==> src/rtl/cop0_info_pkg.sv <==
// ---------------------------------------------------------------------------
// cop0_info: shared CP0 types and helpers for the CP0 read path.
//   cp0_key_t       {rd, sel} register address
//   shadow_entry_t  one in-flight CP0 write {valid, key, data}
//   cp0_implemented which {rd, sel} pairs exist in this core's CP0
//   DEFAULT_INFLIGHT default depth of the shadow write pipe
// ---------------------------------------------------------------------------
package cop0_info;

  localparam int DEFAULT_INFLIGHT = 2;
  localparam int CP0_DW           = 32;

  typedef struct packed {
    logic [4:0] rd;
    logic [2:0] sel;
  } cp0_key_t;

  typedef struct packed {
    logic              valid;
    cp0_key_t          key;
    logic [CP0_DW-1:0] data;
  } shadow_entry_t;

  // Implemented set: sel 0 for Index..Config except HWREna (7),
  // plus EBase (15,1) and Config1 (16,1).
  function automatic logic cp0_implemented(cp0_key_t k);
    logic ok;
    ok = 1'b0;
    case (k.sel)
      3'd0:    ok = (k.rd <= 5'd16) && (k.rd != 5'd7);
      3'd1:    ok = (k.rd == 5'd15) || (k.rd == 5'd16);
      default: ok = 1'b0;
    endcase
    return ok;
  endfunction

endpackage

==> src/rtl/cop0_reader_shadow_stage.sv <==
// ---------------------------------------------------------------------------
// cop0_shadow_stage: one register slot of the CP0 shadow write pipe.
//   clk    system clock
//   reset  async active-high reset, clears valid only
//   en     load d into the slot on this edge
//   d      incoming entry
//   q      held entry
// ---------------------------------------------------------------------------
module cop0_shadow_stage
  import cop0_info::*;
(
  input  logic          clk,
  input  logic          reset,
  input  logic          en,
  input  shadow_entry_t d,
  output shadow_entry_t q
);

  logic              valid_q;
  cp0_key_t          key_q;
  logic [CP0_DW-1:0] data_q;

  always_ff @(posedge clk or posedge reset) begin
    if (reset)   valid_q <= 1'b0;
    else if (en) valid_q <= d.valid;
  end

  // NOTE: tag and data carry no reset; valid alone qualifies them, so the
  // payload flops stay plain enable flops.
  always_ff @(posedge clk) begin
    if (en) begin
      key_q  <= d.key;
      data_q <= d.data;
    end
  end

  assign q = '{valid: valid_q, key: key_q, data: data_q};

endmodule

==> src/rtl/cop0_reader.sv <==
// ---------------------------------------------------------------------------
// cop0_reader: read side of the CP0 access path (mfc0 in execute).
// Tracks CP0 writes that have left execute but not yet committed, and returns
// the architecturally current value with a one-cycle registered latency.
//
// Build option: COP0_READER_BYPASS_EN
//   defined   - in-flight writes are forwarded, hazard tied to 0
//   undefined - no forwarding; a read that hits an in-flight write raises
//               hazard and waits for the shadow pipe to drain
//
// Ports:
//   clk, reset          clock, async active-high reset
//   stall               holds shadow pipe, blocks read acceptance
//   flush               kills the execute instruction (read or write)
//   rd_en, rd, sel      mfc0 request in execute
//   rf_rdata            CP0 register-file data for {rd, sel}
//   wr_en, wr_rd,
//   wr_sel, wr_data     CP0 write leaving execute
//   dout, dout_valid    registered read result and its one-cycle strobe
//   hazard              read blocked, upstream must stall
//
// DW must equal cop0_info::CP0_DW (the shadow entry data width).
// ---------------------------------------------------------------------------
module cop0_reader
  import cop0_info::*;
#(
  parameter int INFLIGHT = DEFAULT_INFLIGHT,
  parameter int DW       = 32
) (
  input  logic          clk,
  input  logic          reset,
  input  logic          stall,
  input  logic          flush,
  input  logic          rd_en,
  input  logic [4:0]    rd,
  input  logic [2:0]    sel,
  input  logic [DW-1:0] rf_rdata,
  input  logic          wr_en,
  input  logic [4:0]    wr_rd,
  input  logic [2:0]    wr_sel,
  input  logic [DW-1:0] wr_data,
  output logic [DW-1:0] dout,
  output logic          dout_valid,
  output logic          hazard
);

  shadow_entry_t stage_d [INFLIGHT];
  shadow_entry_t stage_q [INFLIGHT];
  cp0_key_t      rd_key;
  logic          shift_en;
  logic          any_match;
  logic          accept;
  logic [DW-1:0] source;

  assign rd_key = {rd, sel};

  // A flushed write never enters the pipe; older entries are untouched.
  assign stage_d[0] = '{valid: wr_en & ~flush, key: {wr_rd, wr_sel}, data: wr_data};

  for (genvar i = 1; i < INFLIGHT; i++) begin : g_chain
    assign stage_d[i] = stage_q[i-1];
  end

  for (genvar i = 0; i < INFLIGHT; i++) begin : g_stage
    cop0_shadow_stage u_stage (
      .clk   (clk),
      .reset (reset),
      .en    (shift_en),
      .d     (stage_d[i]),
      .q     (stage_q[i])
    );
  end

`ifdef COP0_READER_BYPASS_EN
  logic [DW-1:0] fwd_data;
`endif

  // Scan oldest to youngest so the last hit (lowest index, youngest) wins.
  always_comb begin
    any_match = 1'b0;
`ifdef COP0_READER_BYPASS_EN
    fwd_data  = '0;
`endif
    for (int i = INFLIGHT - 1; i >= 0; i--) begin
      if (stage_q[i].valid && (stage_q[i].key == rd_key)) begin
        any_match = 1'b1;
`ifdef COP0_READER_BYPASS_EN
        fwd_data  = stage_q[i].data;
`endif
      end
    end
  end

`ifdef COP0_READER_BYPASS_EN
  assign hazard   = 1'b0;
  assign shift_en = ~stall;
`else
  assign hazard   = rd_en & ~flush & any_match;
  // The pipe keeps draining while hazard holds execute, otherwise the stall
  // that hazard itself causes would freeze the entry it waits on.
  assign shift_en = ~stall | hazard;
`endif

  assign accept = rd_en & ~stall & ~flush & ~hazard;

  always_comb begin
    source = rf_rdata;
    if (!cp0_implemented(rd_key)) begin
      source = '0;
    end
`ifdef COP0_READER_BYPASS_EN
    else if (any_match) begin
      source = fwd_data;
    end
`endif
  end

  always_ff @(posedge clk or posedge reset) begin
    if (reset) begin
      dout       <= '0;
      dout_valid <= 1'b0;
    end else begin
      dout_valid <= accept;
      if (accept) dout <= source;
    end
  end

endmodule

==> config.mk <==
export PLATFORM = sky130hd
export DESIGN_NAME = cop0_reader
export DESIGN_NICKNAME = d
export VERILOG_FILES = /design/src/rtl/cop0_info_pkg.sv /design/src/rtl/cop0_reader_shadow_stage.sv /design/src/rtl/cop0_reader.sv
export SDC_FILE = /design/constraint.sdc
export NUM_CORES = 1
export LEC_CHECK = 0
export ABC_AREA = 0
export CAP_MARGIN = 30
export CORE_MARGIN = 1
export CORE_UTILIZATION = 43
export DETAILED_ROUTE_END_ITERATION = 10
export PLACE_DENSITY = 0.86
export SLEW_MARGIN = 20
export SYNTH_ARGS = -nofsm -noshare
export SYNTH_HDL_FRONTEND = slang
export SYNTH_SLANG_ARGS = --single-unit
==> constraint.sdc <==
create_clock -name clk -period 5.6 [get_ports clk]
set_input_delay 1.12 -clock clk [delete_from_list [all_inputs] [get_ports clk]]
set_output_delay 1.12 -clock clk [all_outputs]
set_load 0.1 [all_outputs]
==> flow_summary.json <==
{
  "die_w_um": 75.6,
  "period_minus_slack_ns": 4.26,
  "synth_nets": 263,
  "crit_path_end_kind": "output port",
  "grtUsageTotal_pct": 19.6,
  "timing.rr.end": "g_stage[1].u_stage.q[35]",
  "nNetsFinal": 345,
  "slew_headroom_pct": 33.5,
  "h-tree-depth": 2,
  "setup_viol": 0,
  "cts_hold_buf": 0,
  "syn_area_mm2": 0.00233,
  "place_area_mm2": 0.00321,
  "yosys.cell_types.count": 27,
  "overflow": 0,
  "hold_class": "register to register",
  "yosys.area.top_type": "dfrtp_1",
  "ys_warn_count": 0,
  "final_hold_viol_count": 0,
  "ant_nets": 0,
  "min_to": "g_stage[1].u_stage.q[32]",
  "core_area_mm2": 0.00517,
  "clk_pin_slew_ns": 0.09,
  "cts_resized": 0,
  "p_per_area_mw_per_mm2": 252,
  "cap_violations": 0,
  "grt_pass1_wl_mm": 8.31,
  "rr_worst_depth": 5,
  "drv_slew": 0,
  "rsz0062_at_grt": "no",
  "io_pins": 120,
  "finalSetupTns_ns": 0,
  "drc": 0,
  "diodes": 0,
  "drtPass1Iterations": 5,
  "worstPathArrival_ns": 3.14,
  "cts_buffer_depth": 2,
  "start_util_pct": 45.0,
  "root_buffer": "clkbuf_8",
  "die_h_um": 75.6,
  "final_common_cell": "clkdlybuf4s50_1",
  "clock-sinks": 51,
  "path_class": "primary input to output port",
  "dp_hpwl_mm": 3.54,
  "cp_max_fo": 33,
  "cts_tree": "yes",
  "worstSkewPairLatency_ns": 0.30,
  "place_congestion": 0.742,
  "drt_iter0_drc": 83,
  "ys_ff_latch": 51,
  "required_ns": 4.48,
  "hp-start": "g_stage[0].u_stage.q[32]",
  "ys_seq_area_share_pct": 58.2,
  "regToRegSetupSlack_ns": 3.50,
  "most-common-layout-cells": "86 x clkdlybuf4s50_1, 35 x dfrtp_1, 33 x and3_1",
  "cts_setup_buffers": 0,
  "synth_area_leaders": "dfrtp_1 38%, edfxtp_1 21%, a32o_1 14%",
  "status": "complete, no violations",
  "min_path_cells": 0,
  "synth_cells": 177,
  "synth_top_area_share_pct": 37.6,
  "grt_start_max_net_pins": 36,
  "antenna_found_initial": 0,
  "power.leakage_nw": 1.42,
  "area_delta_synth_final_pct": 41.8,
  "clock.fmax_ghz": 0.235,
  "vdd_drop_max_uv": 196,
  "fin_skew_ns": 0.00783,
  "tightestPinTransition_ns": 0.995,
  "postSynthAreaPerCell_um2": 13.2,
  "reg2reg_from": "g_stage[1].u_stage.q[32]",
  "via_count": 1798,
  "viasPerCell": 5.45,
  "finalInstanceArea_mm2": 0.00330,
  "totalWireLength_mm": 5.26,
  "first_global_vias": 1722,
  "portBuffers": 87,
  "cts_buffers": 5,
  "wl_per_cell_um": 15.9,
  "worstSetupStartpointType": "primary input",
  "die_area_mm2": 0.00571,
  "rows": 26,
  "timing.final.crit_share_pct": 76.0,
  "drive_above_1_share_pct": 7.69
}
-- final cells by class --
| class | instances | area (um^2) |
|---|---|---|
| Clock inverter | 3 | 18.8 |
| Tap cell | 70 | 87.6 |
| Clock buffer | 5 | 68.8 |
| Multi-Input combinational cell | 106 | 848 |
| Fill cell | 404 | 1870 |
| Sequential cell | 51 | 1360 |
| Timing Repair Buffer | 91 | 906 |
| Inverter | 4 | 15.0 |
-- registers in the layout, summed over array words and instances (netlist names) --
| register | count |
|---|---|
| dout | 32 |
| g_stage.u_stage.q | 16 |
| g_stage.u_stage.valid_q | 2 |
| dout_valid | 1 |
-- layer usage --
layer | track usage (%) | vias up | wire [um]
li1 | - | 849 | -
met1 | 24.5 | 887 | 2250
met2 | 34.4 | 58 | 2700
met3 | 4.89 | 4 | 285
met4 | 4.32 | 0 | 31
met5 | 0 | - | 0
-- kinds of logic (layout without fill, tap and decap cells) --
| group | Yosys count | in the layout | synth area share, % |
|---|---|---|---|
| and+or+nand+nor | 54 | 54 | 14.8 |
| DFF | 51 | 51 | 58.2 |
| AOI/OAI and AO/OA | 34 | 34 | 14.3 |
| buffers and inverters | 20 | 103 | 5.64 |
| xor gates and xnor gates | 16 | 16 | 6.02 |
| muxes | 2 | 2 | 0.967 |
-- where the power goes --
part / switching (mW) / internal (mW) / leakage, nW
combinational: 0.129 / 0.0743 / 0.740
sequential: 0.0116 / 0.407 / 0.637
clock: 0.121 / 0.0874 / 0.0406
-- worst max-delay path by stage --
| stage | startpoint | to | slack [ns] | depth (start not counted) |
|---|---|---|---|---|
| 4_1_cts | sel[1] | hazard | 1.32 | 7 |
| 3_3_place_gp | sel[1] | hazard | 1.41 | 7 |
| 3_5_place_dp | sel[1] | hazard | 1.32 | 7 |
| 2_1_floorplan | sel[0] | hazard | 1.11 | 7 |
| 5_1_grt | sel[1] | hazard | 1.24 | 7 |
| 6_report | rd[3] | hazard | 1.34 | 7 |
-- per-stage QoR --
step	instances	power, mW	utilization [%]	hold WS (ns)	worst slack, ns
after floorplan	177	0.554	-	0.447	1.11
after global placement	321	0.626	61.7	0.457	1.41
after detailed placement	322	0.631	62.1	0.466	1.32
after CTS	330	0.838	63.8	0.489	1.32
after global routing	330	0.865	63.8	0.508	1.24
final	330	0.830	63.8	0.488	1.34
-- critical path, stage by stage --
cell	delay, ns
clkdlybuf4s50_1	0.50
xor2_1	0.20
nor4_1	0.38
nand3_1	0.18
and2_4	0.28
nor2_1	0.17
buf_4	0.31
-- cell usage after synthesis (all sizes together) --
| cell | count |
|---|---|
| nand2 | 1 |
| edfxtp | 16 |
| o21ai | 1 |
| buf | 10 |
| nand4 | 2 |
| nor2b | 2 |
| clkbuf | 6 |
| and2 | 3 |
| nor4 | 3 |
| inv | 4 |
| a32o | 32 |
| nand2b | 1 |
| and3 | 33 |
| dfrtp | 35 |
| xnor2 | 2 |
| xor2 | 14 |
| mux2 | 2 |
| nand3 | 4 |
| nor2 | 3 |
| nor3 | 2 |
| o41ai | 1 |
No activity file was read; power rests on OpenSTA's default activity.
